[config.mk]
export PLATFORM = sky130hd
export DESIGN_NAME = ad7799_scan
export DESIGN_NICKNAME = d
export VERILOG_FILES = /design/src/rtl/ad7799_scan.sv
export SDC_FILE = /design/constraint.sdc
export NUM_CORES = 1
export LEC_CHECK = 0
export BUFFER_PORTS_ARGS = -buffer_cell sky130_fd_sc_hd__buf_2
export CORE_MARGIN = 4
export CORE_UTILIZATION = 51
export DETAILED_ROUTE_END_ITERATION = 7
export GPL_TIMING_DRIVEN = 0
export PLACE_DENSITY = 0.8
export SLEW_MARGIN = 10
export SYNTH_ARGS = -nofsm -noshare
export SYNTH_HDL_FRONTEND = slang
export SYNTH_SLANG_ARGS = --single-unit
[constraint.sdc]
create_clock -name sys_clk -period 2.95 [get_ports sys_clk]
set_clock_uncertainty 0.2 [all_clocks]
set_input_delay 0 -clock sys_clk [delete_from_list [all_inputs] [get_ports sys_clk]]
set_output_delay 0 -clock sys_clk [all_outputs]
set_load 0.05 [all_outputs]
[src/rtl/ad7799_scan.sv]
// ad7799_scan: channel-scan sequencer in front of the ad7799 SPI driver.
// On start it resets the ADC once, waits RST_WAIT cycles, then for each
// enabled channel writes the configuration register, runs one conversion and
// emits the 24-bit result on a one-cycle sample strobe.
//
// Ports:
//   sys_clk, reset_n          clock and asynchronous active-low reset
//   start, stop, cont         scan control (cont/ch_mask sampled at start)
//   ch_mask[2:0]              enabled channels, bit n = AIN(n+1)
//   cfg_base[15:0], rate[3:0] config template and update-rate code
//   drv_*                     request/response interface to the ad7799 driver
//   running                   high while a scan is in progress
//   sample_vld/ch/data        result strobe, channel index and data
//   scan_done                 one-cycle strobe at the end of each pass
module ad7799_scan #(
  parameter int unsigned RST_WAIT = 5000,
  parameter int unsigned CNT_W    = 16
) (
  input  logic        sys_clk,
  input  logic        reset_n,
  input  logic        start,
  input  logic        stop,
  input  logic        cont,
  input  logic [2:0]  ch_mask,
  input  logic [15:0] cfg_base,
  input  logic [3:0]  rate,
  output logic        drv_wrreq,
  output logic        drv_reset_req,
  output logic        drv_single_conv_req,
  output logic [2:0]  drv_rs,
  output logic [23:0] drv_din,
  input  logic        drv_busy,
  input  logic        drv_ready,
  input  logic [23:0] drv_dout,
  output logic        running,
  output logic        sample_vld,
  output logic [1:0]  sample_ch,
  output logic [23:0] sample_data,
  output logic        scan_done
);

  typedef enum logic [3:0] {
    StIdle,
    StRst,
    StRstAck,
    StRstDone,
    StRwait,
    StCfg,
    StCfgAck,
    StCfgDone,
    StConv,
    StConvAck,
    StConvWait,
    StNext
  } state_e;

  state_e           state_q;
  logic [1:0]       ptr_q;
  logic [CNT_W-1:0] cnt_q;
  logic             cont_q;
  logic [2:0]       mask_q;
  logic             stop_pend_q;
  logic             cap_pend_q;  // ready seen last cycle; dout valid now
  logic             got_q;       // a ready has already been taken this conversion

  // Low config bits are replaced by the channel number.
  logic unused_cfg;
  assign unused_cfg = ^cfg_base[2:0];

  function automatic logic [1:0] first_ch(input logic [2:0] m);
    if (m[0]) begin
      return 2'd0;
    end else if (m[1]) begin
      return 2'd1;
    end else begin
      return 2'd2;
    end
  endfunction

  // Next enabled channel above p, wrapping to the lowest enabled one.
  function automatic logic [1:0] next_ch(input logic [2:0] m, input logic [1:0] p);
    logic [1:0] r;
    r = first_ch(m);
    unique case (p)
      2'd0: begin
        if (m[1]) begin
          r = 2'd1;
        end else if (m[2]) begin
          r = 2'd2;
        end
      end
      2'd1: begin
        if (m[2]) begin
          r = 2'd2;
        end
      end
      default: ;
    endcase
    return r;
  endfunction

  logic       stop_now;
  logic [1:0] nxt_ptr;
  logic       wrap;

  always_comb begin
    stop_now = stop_pend_q | stop;
    nxt_ptr  = next_ch(mask_q, ptr_q);
    // A single enabled channel maps onto itself, which also counts as a wrap.
    wrap     = (nxt_ptr <= ptr_q);
  end

  always_ff @(posedge sys_clk or negedge reset_n) begin
    if (!reset_n) begin
      state_q             <= StIdle;
      ptr_q               <= 2'd0;
      cnt_q               <= '0;
      cont_q              <= 1'b0;
      mask_q              <= 3'd0;
      stop_pend_q         <= 1'b0;
      cap_pend_q          <= 1'b0;
      got_q               <= 1'b0;
      drv_wrreq           <= 1'b0;
      drv_reset_req       <= 1'b0;
      drv_single_conv_req <= 1'b0;
      drv_rs              <= 3'd0;
      drv_din             <= 24'd0;
      running             <= 1'b0;
      sample_vld          <= 1'b0;
      sample_ch           <= 2'd0;
      sample_data         <= 24'd0;
      scan_done           <= 1'b0;
    end else begin
      drv_wrreq           <= 1'b0;
      drv_reset_req       <= 1'b0;
      drv_single_conv_req <= 1'b0;
      sample_vld          <= 1'b0;
      scan_done           <= 1'b0;

      if (state_q != StIdle && stop) begin
        stop_pend_q <= 1'b1;
      end

      // The driver updates dout on the same edge as ready, so take it a cycle later.
      if (state_q == StConvAck || state_q == StConvWait) begin
        if (drv_ready && !got_q) begin
          got_q      <= 1'b1;
          cap_pend_q <= 1'b1;
        end
        if (cap_pend_q) begin
          cap_pend_q  <= 1'b0;
          sample_vld  <= 1'b1;
          sample_ch   <= ptr_q;
          sample_data <= drv_dout;
        end
      end

      unique case (state_q)
        StIdle: begin
          stop_pend_q <= 1'b0;
          if (start) begin
            if (ch_mask != 3'd0) begin
              mask_q  <= ch_mask;
              cont_q  <= cont;
              running <= 1'b1;
              state_q <= StRst;
            end else begin
              scan_done <= 1'b1;
            end
          end
        end

        StRst: begin
          if (!drv_busy) begin
            drv_reset_req <= 1'b1;
            state_q       <= StRstAck;
          end
        end

        StRstAck: begin
          if (drv_busy) begin
            state_q <= StRstDone;
          end
        end

        StRstDone: begin
          if (!drv_busy) begin
            cnt_q   <= CNT_W'(RST_WAIT);
            state_q <= StRwait;
          end
        end

        StRwait: begin
          if (stop_now) begin
            state_q     <= StIdle;
            running     <= 1'b0;
            stop_pend_q <= 1'b0;
          end else if (cnt_q == '0) begin
            ptr_q   <= first_ch(mask_q);
            state_q <= StCfg;
          end else begin
            cnt_q <= cnt_q - CNT_W'(1);
          end
        end

        StCfg: begin
          if (!drv_busy) begin
            drv_wrreq <= 1'b1;
            drv_rs    <= 3'd2;
            drv_din   <= {8'h00, cfg_base[15:3], 1'b0, ptr_q};
            state_q   <= StCfgAck;
          end
        end

        StCfgAck: begin
          if (drv_busy) begin
            state_q <= StCfgDone;
          end
        end

        StCfgDone: begin
          if (!drv_busy) begin
            state_q <= StConv;
          end
        end

        StConv: begin
          if (!drv_busy) begin
            drv_single_conv_req <= 1'b1;
            drv_din             <= {20'h0, rate};
            cap_pend_q          <= 1'b0;
            got_q               <= 1'b0;
            state_q             <= StConvAck;
          end
        end

        StConvAck: begin
          if (drv_busy) begin
            state_q <= StConvWait;
          end
        end

        StConvWait: begin
          // Stay until any pending capture has been emitted.
          if (!drv_busy && !cap_pend_q && !(drv_ready && !got_q)) begin
            state_q <= StNext;
          end
        end

        StNext: begin
          if (stop_now) begin
            state_q     <= StIdle;
            running     <= 1'b0;
            stop_pend_q <= 1'b0;
          end else begin
            ptr_q <= nxt_ptr;
            if (wrap) begin
              scan_done <= 1'b1;
              if (!cont_q) begin
                state_q     <= StIdle;
                running     <= 1'b0;
                stop_pend_q <= 1'b0;
              end else begin
                state_q <= StCfg;
              end
            end else begin
              state_q <= StCfg;
            end
          end
        end

        default: begin
          state_q <= StIdle;
          running <= 1'b0;
        end
      endcase
    end
  end

endmodule

==> summary.txt, run 1 <==
Logic synthesis
  – Mapped cell area: 3660 sq um
  – Cell variety after synth: 54
  – Largest area contributor in the netlist: dfrtp_1
  – Synth async-reset ratio: 100%
  – Gate Count Post-Synth: 332
  – Synth area leaders: dfrtp_1 (53%), mux2_2 (8.9%), a22o_1 (3.4%), o21ai_0 (2.9%), a21oi_1 (2.3%)
  – Post-synth top flop: dfrtp_1
  – Most common library cells after synthesis: dfrtp_1 (78), mux2_2 (29), o21ai_0 (21)
  – EDFF count, synth: 0
  – Sequential fraction of the synthesis area: 53.3%
  – Syn Area/Cell: 11.0 sq um
  – Top-count cell post-synth: dfrtp_1
  – Yosys warning total: 0
  – #FFs+latches synth: 78
  – Top cell type's share of synthesized area: 53.3%

Route
  – DR top layer: met4
  – Vias: 3255
  – Initial drt markers: 236
  – Avg WL per Cell: 15.9 um
  – Metal1 wirelength: 4.13 mm
  – DR WL met2: 4.88 mm
  – Met3 routed WL: 555 um
  – Avg Vias per Cell: 5.35
  – WL final: 9.68 mm
  – Routed Antenna Nets: 0
  – 1st-pass router iterations: 5
  – # DRC: 0

Pwr
  – Clock group share of total power: 15.7%
  – Register share of total power: 31.9%
  – P_leak: 2.40 nW
  – Pwr/cell area: 1110 nW/um^2
  – Sw frac: 48.0%
  – Internal power: 2.95 mW
  – Sw power: 2.73 mW
  – Combinational share of power: 52.4%
  – Max VDD drop: 0.705 mV

STA
  – Fin crit period: 2.74 ns
  – RSZ-0062 raised after global routing: false
  – Max Slew Vio Count: 0
  – Final Cycle Share: 92.8%
  – Total negative slack: 0 ns
  – Slew of the pin with the lowest slew margin: 0.753 ns
  – Final hold vios: 0
  – Final worst slack: 0.211 ns
  – Setup Viol. Count Final: 0
  – Fmax: 365 MHz
  – Slew HR: 49.6%

Clock network
  – # H-tree levels: 3
  – # clock sinks: 78
  – CTS tree: yes
  – Post-CTS Resized: 0
  – Clock transition at path regs: 0.08 ns
  – CTS buffer count: 9
  – CTS Hold Bufs: 55
  – Post CTS Setup Buffer Count: 0
  – Skew-Pair Late Insertion Delay: 0.35 ns
  – Root Driver: clkbuf_8
  – Max clock buf depth: 2

Placed design
  – Gp weighted congestion: 0.861
  – Post-place setup slack: 0.249 ns
  – DP Cell Count: 537
  – Hpwl dp: 6.04 mm
  – PortBufs: 99

Cells and area
  – Final Non-Filler Cells: 608
  – Fillcell total: 427
  – # diodes: 0
  – Share of cells above drive strength 1: 32.4%
  – Growth of design area from synthesis to finish: 39.8%
  – Fin nets: 564

Worst setup path
  – Crit path max-delay cell type: o311ai_0
  – Worst setup EP type: register
  – WP data arrival: 2.76 ns
  – Crit-path max FO: 6
  – Critical Path Max Stage Delay: 0.50 ns
  – Crit path kind: reg -> reg
  – Critical Path Start Type: register
  – Worst EP required: 2.97 ns
  – Critical Path, Cell by Cell: o21ai_0 > o21ai_0 > ha_1 > nor2b_1 > o311ai_0 > o22ai_1 > a21oi_1 > o21ai_0
  – Most used cell, CP: o21ai_0

Global route
  – Gr usage total: 23.0%
  – Vias in the first global route: 3197
  – Total global routing overflow: 0
  – Initial antenna violation count: 0
  – First-pass GRT wire length: 15.6 mm
  – Largest net degree at the start of global routing: 43

Floorplan
  – Die Area: 8600 sq um
  – Vert. Die Dim: 92.7 um
  – Row count: 30
  – Placeable Area: 6870 sq um
  – IO Count: 113
  – Die W: 92.7 um
  – Initial Util: 53.3%

Flow run
  – Max_cap viols: 0

Worst hold path
  – Hold WC Path Type: in -> reg

Outcome
  – Outcome: finished, final reports clean
## critical path: cells and delay by family, from the launching register on
| family | cells | cell delay, ns |
|---|---|---|
| AOI/OAI and AO/OA | 6 | 1.42 |
| DFF | 1 | 0.48 |
| adders and majority gates | 1 | 0.35 |
| and+or+nand+nor | 1 | 0.16 |
## kinds of logic after synthesis
| logic type | synth area share (%) |
|---|---|
| adder cells (fa/ha/maj) | 1.03 |
| multiplexers | 9.74 |
| AO/OA/AOI/OAI | 17.3 |
| flip-flops | 53.3 |
| buffers and inverters | 4.96 |
| XOR/XNOR | 0.239 |
| AND/OR/NAND/NOR | 13.3 |
| other | 0.102 |
## per-layer routing
metal / up-vias / track usage (%)
met5: - / 0
met4: 0 / 6.84
met3: 8 / 5.04
met2: 128 / 38.6
met1: 1574 / 30.1
li1: 1545 / -
## flip-flops by register name, indices dropped and copies added (netlist names), 2 cells and up
name,flops
cnt_q,16
drv_din,16
mask_q,3
ptr_q,2
sample_ch,2
sample_data,24
state_q,4
## power by group through the flow
stage               clock (mW)  combinational [mW]  sequential, mW
floorplan                    0                1.11            2.85
global placement             0                2.77            1.78
detailed placement           0                2.83            1.81
CTS                      0.905                2.93            1.79
global route             0.966                3.17            1.88
finish                   0.892                2.97            1.81
## layout make-up
| class | count | area [sq um] | area share, % |
|---|---|---|---|
| plain buffers | 27 | 148 | 2.89 |
| clock buffers | 11 | 141 | 2.76 |
| clock inverters | 5 | 81.3 | 1.59 |
| inverters | 9 | 33.8 | 0.660 |
| multi-input cells | 227 | 1560 | 30.5 |
| flip-flops and latches | 78 | 1950 | 38.2 |
| well taps | 96 | 120 | 2.35 |
| repair buffers | 155 | 1080 | 21.1 |
## per-stage QoR
stage | utilization, % | hold slack [ns] | total power [mW] | area (sq um)
after floorplan | - | -0.496 | 3.96 | 3690
after global placement | 62.7 | 0.0234 | 4.55 | 4310
after detailed placement | 63.1 | -0.203 | 4.64 | 4330
after CTS | 74.5 | 0.197 | 5.63 | 5110
after global routing | 74.5 | 0.208 | 6.01 | 5110
final | 74.5 | 0.209 | 5.68 | 5110
## worst paths after layout
check | start | endpoint | slack, ns | cells after the start
worst max-delay path | ptr_q[0] | state_q[0] | 0.21 | 8
worst min-delay path | drv_dout[6] | sample_data[6] | 0.21 | 3
worst max register to register | ptr_q[0] | state_q[0] | 0.21 | 8
worst min register to register | sample_ch[1] | sample_ch[1] | 0.28 | 2
max in group asynchronous | reset_n | sample_data[1] | 1.84 | 4
min in group asynchronous | reset_n | cnt_q[7] | 0.49 | 4
## placed cells by master (no fill, tap or decap), types with 10 or more instances in the layout
master / synthesis / layout
conb_1: 1 / 10
nor2_1: 16 / 16
mux2_2: 29 / 29
clkbuf_1: 15 / 16
a21oi_1: 17 / 17
nand2_1: 20 / 20
buf_2: 1 / 99
dlygate4sd3_1: 0 / 54
o21ai_0: 21 / 21
a22o_1: 14 / 14
clkbuf_8: 0 / 10
dfrtp_1: 78 / 78
buf_4: 10 / 11
(Power assumes the default switching activity.)
==> run 2: changes to the inputs <==
--- a/config.mk
+++ b/config.mk
@@ -6,7 +6,6 @@
 export NUM_CORES = 1
 export LEC_CHECK = 0
 export BUFFER_PORTS_ARGS = -buffer_cell sky130_fd_sc_hd__buf_2
-export CORE_MARGIN = 4
 export CORE_UTILIZATION = 51
 export DETAILED_ROUTE_END_ITERATION = 7
 export GPL_TIMING_DRIVEN = 0
==> summary.txt, run 2 (same netlist as run 1, synthesis figures left out) <==
Cells and area
  – Most frequent cells in the layout: buf_2 (99), dfrtp_1 (78), dlygate4sd3_1 (52), mux2_2 (29), o21ai_0 (21) (was buf_2 (99), dfrtp_1 (78), dlygate4sd3_1 (54), mux2_2 (29), o21ai_0 (21))
  – Biggest register: sample_data (unchanged)
  – Final core utilization: 73.8% (was 74.5%)
  – Share of cells above drive strength 1: 32.3% (was 32.4%)
  – Max reg flops: 24 (unchanged)
  – Fin nets: 561 (was 564)
  – Leading cell type in the layout, fill and taps excluded: buf_2 (unchanged)
  – Fin area: 5070 sq um (was 5110 sq um)
  – Growth of design area from synthesis to finish: 38.5% (was 39.8%)
  – # diodes: 0 (unchanged)
  – Final Non-Filler Cells: 604 (was 608)
  – Biggest regs: sample_data: 24 flops, cnt_q: 16 flops, drv_din: 16 flops (unchanged)

STA
  – Slew of the pin with the lowest slew margin: 0.963 ns (was 0.753 ns)
  – Final Cycle Share: 93.2% (was 92.8%)
  – Setup Viol. Count Final: 0 (unchanged)
  – RSZ-0062 raised after global routing: false (unchanged)
  – Final hold vios: 20 (was 0)
  – Max Slew Vio Count: 0 (unchanged)
  – Total negative slack: 0 ns (unchanged)
  – Slew HR: 35.6% (was 49.6%)
  – Fmax: 364 MHz (was 365 MHz)
  – Fin crit period: 2.75 ns (was 2.74 ns)
  – Hold Slack: -0.00956 ns (was 0.209 ns)
  – Final worst slack: 0.199 ns (was 0.211 ns)

Worst setup path
  – R2r startpoint: state_q[2] (was ptr_q[0])
  – Worst setup path startpoint: state_q[2] (was ptr_q[0])
  – Crit path kind: reg -> reg (unchanged)
  – Most used cell, CP: clkbuf_1 (was o21ai_0)
  – Worst setup EP type: register (unchanged)
  – Critical Path Start Type: register (unchanged)
  – Crit-path max FO: 10 (was 6)
  – Worst EP required: 2.98 ns (was 2.97 ns)
  – Critical Path, Cell by Cell: clkbuf_1 > nand2b_1 > clkbuf_1 > nor2_1 > nand2_1 > clkbuf_1 > mux2_2 (was o21ai_0 > o21ai_0 > ha_1 > nor2b_1 > o311ai_0 > o22ai_1 > a21oi_1 > o21ai_0)
  – Critical Path Max Stage Delay: 0.47 ns (was 0.50 ns)
  – WP data arrival: 2.78 ns (was 2.76 ns)
  – Crit path max-delay cell type: clkbuf_1 (was o311ai_0)

Global route
  – Initial antenna violation count: 0 (unchanged)
  – Busiest grt layer: met2 (unchanged)
  – First-pass GRT wire length: 15.0 mm (was 15.6 mm)
  – M2 GR Usage: 42.6% (was 38.6%)
  – Largest net degree at the start of global routing: 58 (was 43)
  – GR Layer Usage met1: 34.6% (was 30.1%)
  – Global Route met3 Usage: 4.10% (was 5.04%)
  – Total global routing overflow: 0 (unchanged)
  – Vias in the first global route: 3116 (was 3197)
  – Gr usage total: 25.8% (was 23.0%)

Floorplan
  – Initial Util: 53.3% (unchanged)
  – Placeable Area: 6870 sq um (unchanged)
  – Row count: 30 (unchanged)
  – Die W: 86.7 um (was 92.7 um)
  – Vert. Die Dim: 86.7 um (was 92.7 um)
  – Die Area: 7520 sq um (was 8600 sq um)
  – IO Count: 113 (unchanged)

Clock network
  – # clock sinks: 78 (unchanged)
  – CTS buffer count: 9 (unchanged)
  – Clock transition at path regs: 0.08 ns (about the same)
  – Max clock buf depth: 2 (unchanged)
  – # H-tree levels: 3 (unchanged)
  – Root Driver: clkbuf_8 (unchanged)
  – CTS tree: yes (unchanged)
  – Skew-Pair Late Insertion Delay: 0.35 ns (about the same)

Route
  – Initial drt markers: 230 (was 236)
  – 1st-pass router iterations: 5 (unchanged)
  – Avg WL per Cell: 15.4 um (was 15.9 um)
  – WL final: 9.28 mm (was 9.68 mm)
  – Avg Vias per Cell: 5.32 (was 5.35)
  – Routed Antenna Nets: 0 (unchanged)
  – # DRC: 0 (unchanged)
  – Vias: 3216 (was 3255)

Placed design
  – DP Cell Count: 537 (unchanged)
  – Post-place setup slack: 0.196 ns (was 0.249 ns)
  – PortBufs: 99 (unchanged)
  – Hpwl dp: 5.77 mm (was 6.04 mm)
  – Gp weighted congestion: 0.916 (was 0.861)
  – Placed Area: 4340 sq um (was 4330 sq um)

Outcome
  – Failing checks: hold timing
  – Outcome: finished with violations (was finished, final reports clean)

Pwr
  – Pwr/cell area: 1100 nW/um^2 (was 1110 nW/um^2)
  – Max VDD drop: 0.640 mV (was 0.705 mV)
  – P_leak: 2.38 nW (was 2.40 nW)
  – Total power: 5.58 mW (was 5.68 mW)

Worst hold path
  – Hold WC Path Type: in -> async (was in -> reg)

Flow run
  – Max_cap viols: 0 (unchanged)
-- run 2: cell types whose count changed in the layout (fill, tap and decap cells not counted), sizes merged --
| cell | delta |
|---|---|
| buf | -1 |
| dlygate4sd3 | -2 |
| inv | -1 |
-- run 2: where the power goes --
part           internal (mW)  switching (mW)
Sequential              1.52           0.297
Clock                  0.471           0.371
Combinational          0.900            2.02
Total                   2.89            2.69
-- run 2: path summary, 6_finish.rpt --
kind                                        end  slack (ns)  depth (start not counted)
worst min register to register        drv_rs[1]        0.26                          1
worst max-delay path            sample_data[18]        0.20                          7
worst min-delay path            sample_data[12]       -0.01                          3
max in group asynchronous             cnt_q[11]        1.23                          3
min in group sys_clk                 drv_din[5]        0.21                          3
worst max register to register  sample_data[18]        0.20                          7
-- run 2: final cells by class --
class / instances / area, sq um
plain buffers: 27 / 148
clock buffers: 11 / 131
clock inverters: 4 / 72.6
fillers: 477 / 1800
inverters: 9 / 33.8
multi-input cells: 227 / 1570
flip-flops and latches: 78 / 1950
well taps: 96 / 120
repair buffers: 152 / 1050
-- run 2: what timing repair did --
item / 4_1_cts / 5_1_grt
hold buffers: 52 / 0
endpoints found under the hold margin: 130 / 0
buffers inserted: 0 / 0
endpoints found under the setup margin: 0 / 1
gates resized for setup: 0 / 1
-- run 2: worst max-delay path: cells and delay by family, from the launching register on --
kind / cells / cell delay, ns
AND/OR/NAND/NOR: 3 / 0.61
buffers and inverters: 3 / 1.10
flip-flops: 1 / 0.32
multiplexers: 1 / 0.40
-- run 2: routing by layer --
layer  vias to the layer above  routed length, um
met5                         -                  0
met4                         0                161
met3                        13                566
met2                       129               4570
met1                      1531               3990
li1                       1543                  -
